## config.mk

```make
export PLATFORM = sky130hd
export DESIGN_NAME = decoder_rr_arbiter8
export DESIGN_NICKNAME = d
export VERILOG_FILES = /design/src/rtl/decoder_rr_arbiter8.sv
export SDC_FILE = /design/constraint.sdc
export NUM_CORES = 1
export LEC_CHECK = 0
export ABC_CLOCK_PERIOD_IN_PS = 4700
export BUFFER_PORTS_ARGS = -buffer_cell sky130_fd_sc_hd__buf_2
export CORE_AREA = 8 8 74 76
export CTS_CLUSTER_DIAMETER = 120
export DETAILED_ROUTE_END_ITERATION = 8
export DIE_AREA = 0 0 82 84
export GPL_ROUTABILITY_DRIVEN = 0
export PLACE_DENSITY = 0.69
export SLEW_MARGIN = 20
export SYNTH_ARGS = -nofsm -noshare
export SYNTH_HDL_FRONTEND = slang
export SYNTH_SLANG_ARGS = --single-unit
```

## constraint.sdc

```tcl
create_clock -name clk -period 4.7 [get_ports clk]
set_input_delay 0.47 -clock clk [delete_from_list [all_inputs] [get_ports clk]]
set_output_delay 0.47 -clock clk [all_outputs]
set_load 0.01 [all_outputs]
```

## src/rtl/decoder_rr_arbiter8.sv

```systemverilog
// Round-robin arbiter for 8 requesters driving a registered index and its one-hot decode.
// Grant latency one cycle; grant held until release or HOLD_MAX expiry, one dead GAP cycle between owners.
module decoder_rr_arbiter8 #(
  parameter int HOLD_MAX = 16
) (
  input  logic       clk,
  input  logic       rst,
  input  logic       en,
  input  logic [7:0] req,
  output logic [7:0] gnt,
  output logic [2:0] gnt_idx,
  output logic       gnt_valid,
  output logic       timeout
);

  localparam int HW = (HOLD_MAX < 1) ? 1 : $clog2(HOLD_MAX + 1);

  typedef enum logic [1:0] {IDLE, GRANT, GAP} state_t;

  state_t        state, state_n;
  logic [2:0]    ptr, ptr_n, idx_n, win, cand;
  logic [HW-1:0] hold_cnt, hold_n;
  logic          valid_n, to_n, found, hold_hit;

  // Rotating priority search: walking offsets high-to-low leaves the lowest offset from ptr as winner.
  always_comb begin
    win   = ptr;
    found = 1'b0;
    cand  = '0;
    for (int i = 7; i >= 0; i--) begin
      cand = ptr + 3'(i);
      if (req[cand]) begin
        win   = cand;
        found = 1'b1;
      end
    end
  end

  assign hold_hit = (HOLD_MAX != 0) && (int'(hold_cnt) == HOLD_MAX - 1);

  always_comb begin
    state_n = state;
    ptr_n   = ptr;
    idx_n   = gnt_idx;
    hold_n  = hold_cnt;
    valid_n = 1'b0;
    to_n    = 1'b0;
    case (state)
      GRANT: begin
        if (!req[gnt_idx]) begin
          state_n = GAP;
          ptr_n   = gnt_idx + 3'd1;
        end else if (hold_hit) begin
          state_n = GAP;
          ptr_n   = gnt_idx + 3'd1;
          to_n    = 1'b1;
        end else begin
          valid_n = 1'b1;
          if (hold_cnt != '1) hold_n = hold_cnt + 1'b1;
        end
      end
      default: begin
        if (en && found) begin
          state_n = GRANT;
          idx_n   = win;
          valid_n = 1'b1;
          hold_n  = '0;
        end else begin
          state_n = IDLE;
        end
      end
    endcase
  end

  always_ff @(posedge clk or posedge rst) begin
    if (rst) begin
      state     <= IDLE;
      ptr       <= '0;
      hold_cnt  <= '0;
      gnt_idx   <= '0;
      gnt_valid <= 1'b0;
      gnt       <= '0;
      timeout   <= 1'b0;
    end else begin
      state     <= state_n;
      ptr       <= ptr_n;
      hold_cnt  <= hold_n;
      gnt_idx   <= idx_n;
      gnt_valid <= valid_n;
      gnt       <= valid_n ? (8'b1 << idx_n) : 8'h00;
      timeout   <= to_n;
    end
  end

endmodule

```

== Word level (Yosys, flattened, before mapping) ==
Cells that the tools add are included.

* Add/sub/neg operators: 9
* Magnitude comparators: 9
* Eq/ne operators: 8
* Shift-type cells: 1
* Mux-type cells: 55
* Reductions and logical operators: 4

{| class="wikitable"
|+ Operator list
! kind !! count
|-
| $lt A3 B4 Y1 const B || 9
|-
| $mux W3 || 12
|-
| $bmux W1 S3 || 9
|-
| $mux W1 || 25
|-
| $mux W5 || 5
|-
| $add A3 B3 Y3 const B || 4
|-
| $mux W8 || 1
|-
| $ne A2 B2 Y1 const B || 4
|-
| $shl A1 B3 Y8 const A || 1
|-
| $add A3 B1 Y3 const B || 2
|-
| $add A3 B2 Y3 const B || 2
|-
| $mux W2 || 3
|-
| $add A5 B1 Y5 const B || 1
|-
| $eq A5 B5 Y1 const B || 1
|-
| $ne A5 B5 Y1 const B || 1
|-
| $reduce_and A4 Y1 || 1
|-
| $ne A3 B3 Y1 const B || 1
|-
| $eq A2 B1 Y1 const B || 1
|-
| $reduce_and A2 Y1 || 1
|-
| $reduce_bool A2 Y1 || 1
|-
| $logic_and A1 B1 Y1 || 1
|}

* Flip-flop bits (word level): 23
* Input port bits: 11
* Output and inout port bits: 13
* Logic and storage cells: 93

== Logic depth before layout (Yosys ltp) ==
* Depth after elaboration: 16
* Gate-level depth with buffers: 13
* Gate-level depth less buffers: 10

== Least setup slack after synthesis ==
OpenSTA, ideal clock, no wires.

* Kind: reg-to-reg
* Start: register ptr[1]
* End: register gnt[1]
* Library setup time: 0.131 ns
* Arrival time: 3.234 ns
* Required time: 4.569 ns
* Setup slack: 1.335 ns
* Cell stages (with the launch flop): 13
* Buffers on the path: 3
* Period minus slack after synthesis: 3.365 ns
* Cells stage by stage: dfrtp_1 -> buf_2 -> buf_2 -> inv_1 -> ha_1 -> buf_2 -> mux2_2 -> mux4_2 -> a21oi_1 -> a2111oi_2 -> nor3_1 -> a2bb2oi_1 -> nor3_1

* Word-level cells in the longest chain between the ends: 16
* Elaborated cells between the ends (all ways): 46
* Those cells by class: 7 x add/sub; 1 x shift; 37 x mux; 1 x reduce/logical

{| class="wikitable"
|+ Ends and longest elaborated chain
! what !! RTL line !! text
|-
| from (decl) || 21 || <nowiki>logic [2:0] ptr, ptr_n, idx_n, win, cand;</nowiki>
|-
| from (signal assigned) || 86 || <nowiki>ptr <= ptr_n;</nowiki>
|-
| $add A3 B3 Y3 || 31 || <nowiki>cand = ptr + 3'(i);</nowiki>
|-
| $bmux W1 S3 || 32 || <nowiki>if (req[cand]) begin</nowiki>
|-
| $mux W1 (not written as such) || 32 ||
|-
| $mux W1 (8 in series) || 32 ||
|-
| $logic_and A1 B1 Y1 || 63 || <nowiki>if (en && found) begin</nowiki>
|-
| $mux W3 || 63 ||
|-
| $mux W3 || 48 || <nowiki>case (state)</nowiki>
|-
| $shl A1 B3 Y8 || 90 || <nowiki>gnt <= valid_n ? (8'b1 << idx_n) : 8'h00;</nowiki>
|-
| $mux W8 (*) || 90 ||
|-
| to (signal assigned) || 90 ||
|-
| to (decl) || 10 || <nowiki>output logic [7:0] gnt,</nowiki>
|}

Mark *: on every way between the ends. The rest lies on a longest branch, timed or not. The select of a mux whose other input is x is not followed.
A chain may end at the register's enable or synchronous reset.

== Final worst setup path ==
Same ends and word-level chain as after synthesis.

==> key figures <==
Status
  • Status: finished, final reports clean

Detailed routing
  • Final ANT Viol Nets: 0
  • Drt total wl: 4.55 mm
  • Average wire per standard cell: 17.4 um
  • Via density: 6.18
  • First-pass DRT Iterations: 4
  • Residual DRC count: 0
  • Starting DRT DRC Count: 119
  • Vias: 1614

Yosys
  • Cell taking the most area after synthesis: dfrtp_1
  • FF+latch count, synth: 23
  • Post-synth EDFFs: 0
  • Mapped Area: 0.00211 sq mm
  • Mapped Nets: 205
  • Asr flop ratio synth: 100%
  • Top_reg_cell synth: dfrtp_1
  • Yosys top cell area share: 27.3%
  • Top cells by count, synth: 23 x dfrtp_1, 18 x mux4_2, 14 x nand2_1
  • Synth warn: 0
  • Synth cell types: 47
  • Synthesized area per cell: 11.2 sq um
  • Most common cell in the synthesized netlist: dfrtp_1
  • Post-synthesis sequential area ratio: 27.3%
  • Top cells by area, synth: dfrtp_1 27%, mux4_2 19%, mux2_2 4.8%
  • Cells after Synth: 188

Floorplanning
  • Core ar.: 0.00426 sq mm
  • Die Width: 82 um
  • Chip Height: 84 um
  • Ports: 24
  • Die area: 0.00689 sq mm
  • # rows: 24
  • Starting density of the core: 49.4%

Final layout
  • Multi-input gate area: 0.00145 sq mm
  • Post-route cell area: 0.00231 sq mm
  • Register area: 576 sq um
  • Ratio of cells with drive above 1 in the final layout: 32.1%
  • Layout Area Growth over Synthesis: 9.50%
  • Fin nets: 227
  • Fill cells: 375
  • Antenna Cells: 0

Global route
  • Gr usage total: 14.0%
  • Gr ovfl total: 0
  • First-pass GRT wire length: 7.87 mm
  • Vias in the first global route: 1541
  • Initial antenna violation count: 0
  • Largest net degree at the start of global routing: 24

Timing
  • Max-slew violations: 0
  • RSZ-0062 raised after global routing: false
  • Crit path time final: 3730 ps
  • Worst rel slew slack: 42.4%
  • Fmax: 268 MHz
  • Worst Max-Slew Pin Slew: 863 ps
  • Endpoints failing hold: 0
  • Setup TNS: 0 ps
  • Final setup fails: 0
  • Tcrit/Tclk final: 79.3%
  • Skew final: 4.72 ps

Clocking
  • CTS tree: yes
  • Setup bufs post-CTS: 0
  • CTS sink count: 23
  • H-tree lvl count: 1
  • Hold buffers post-CTS: 0
  • Root buf cell: clkbuf_8
  • Clock latency on the worst-skew pair: 270 ps
  • Clk pin slew, worst setup/hold paths: 80 ps
  • TritonCTS buffer count: 3
  • Post_cts resized: 0
  • CTS Buffer Depth: 2

Critical path
  • Kind of critical path: flop to flop
  • Setup crit start kind: flop
  • Worst Path Arrival: 3860 ps
  • CP Max Fanout: 20
  • Worst R2R Setup Slack: 970 ps
  • Required @ worst endpoint: 4840 ps
  • Reg2Reg Launch Point: ptr[1]$_DFFE_PP0P_
  • Reg2reg path depth: 10
  • Reg2reg end: gnt[1]$_DFF_PP0_
  • Setup crit end kind: flop

Power and ir drop
  • P per Cell Area: 793 mW/mm^2
  • Static leakage: 0.000997 uW
  • Maximum VDD drop: 333 uV

Job
  • Max-cap violations: 0

Place
  • Placed cell areas: 0.00226 sq mm
  • PortBufs: 23
  • Detailed placement HPWL: 3.47 mm

Hold path
  • Hold Path Class: input port to async pin
power breakdown:
group	total, uW	switching, uW	internal (uW)	leakage [uW]
Clock	121	60.9	60.5	0.0000228
Combinational	1380	758	625	0.000672
Sequential	327	62.3	264	0.000302
flip-flops by register name, summed over array words and instances (netlist names):
register,flops
gnt_valid,1
hold_cnt,5
gnt,8
gnt_idx,3
state,2
ptr,3
timeout,1
cells in the final DEF (no fill, tap or decap), types with 2 or more instances in the layout:
cell / synthesis / routed
ha_1: 6 / 6
nor3b_1: 2 / 2
nand2_1: 14 / 14
nor3_1: 11 / 11
mux4_1: 3 / 3
nand3_1: 3 / 3
a22oi_1: 2 / 2
inv_1: 7 / 7
nand2b_1: 2 / 2
nor2b_1: 2 / 2
a22o_1: 3 / 3
inv_2: 2 / 2
nor2_1: 11 / 11
or4b_1: 2 / 2
o21ai_0: 9 / 9
xnor2_1: 3 / 3
nand4_1: 3 / 3
mux2_2: 9 / 9
buf_2: 5 / 23
xor2_1: 4 / 4
and2_1: 2 / 2
a21oi_1: 7 / 7
dfrtp_1: 23 / 23
o211a_1: 2 / 2
or3_1: 4 / 4
mux2i_4: 2 / 2
mux2i_1: 7 / 7
clkbuf_8: 0 / 3
mux4_2: 18 / 18
buf_4: 0 / 3
routing by layer:
metal	up-vias	wire length (um)	global-route usage (%)
li1	773	-	-
met1	796	2180	19.9
met2	38	2130	21.0
met3	7	166	2.69
met4	0	82	3.83
met5	-	0	0
cells by family (layout without fill, tap and decap cells):
group                      count (synthesis)  after routing  share of synthesized area (%)
AOI/OAI and AO/OA                         35             35                           13.4
xor gates and xnor gates                   7              7                           2.91
adders and majority gates                  6              6                           3.56
buffers and inverters                     18             39                           3.86
DFF                                       23             23                           27.3
muxes                                     40             40                           34.0
and+or+nand+nor                           59             59                           15.0
final cells by class:
cell class | count | area share, %
timing repair buffer | 26 | 5.97
sequential | 23 | 24.9
clock buffer | 4 | 1.95
inverter | 9 | 1.46
multi-input combinational | 147 | 62.9
tap | 52 | 2.82
worst max-delay path, stage by stage, from the launching register on:
cell	delay (ps)
dfrtp_1	340
buf_4	280
inv_1	180
ha_1	620
mux4_2	650
mux2_2	340
a21oi_1	220
a2111oi_2	60
nor3_1	390
a2bb2oi_1	410
nor3_1	90
stage by stage:
stage / setup WS [ps] / hold WS (ps) / total power, uW / utilization (%) / std cells
after floorplan: 1340 / 472 / 1450 / - / 188
after global placement: 1040 / 516 / 1700 / 53.1 / 257
after detailed placement: 979 / 519 / 1710 / 53.1 / 257
after CTS: 959 / 397 / 1840 / 54.1 / 261
after global routing: 716 / 450 / 1990 / 54.1 / 261
final: 971 / 372 / 1830 / 54.1 / 261
how the worst max path moves through the flow:
stage                  startpoint  slack, ps               end
2_1_floorplan  ptr[1]$_DFFE_PP0P_       1340  gnt[1]$_DFF_PP0_
3_5_place_dp   ptr[1]$_DFFE_PP0P_        980  gnt[1]$_DFF_PP0_
3_3_place_gp   ptr[0]$_DFFE_PP0P_       1040  gnt[5]$_DFF_PP0_
5_1_grt        ptr[1]$_DFFE_PP0P_        720  gnt[7]$_DFF_PP0_
4_1_cts        ptr[1]$_DFFE_PP0P_        960  gnt[1]$_DFF_PP0_
6_report       ptr[1]$_DFFE_PP0P_        970  gnt[1]$_DFF_PP0_
Power figures use the tool's default switching activity.
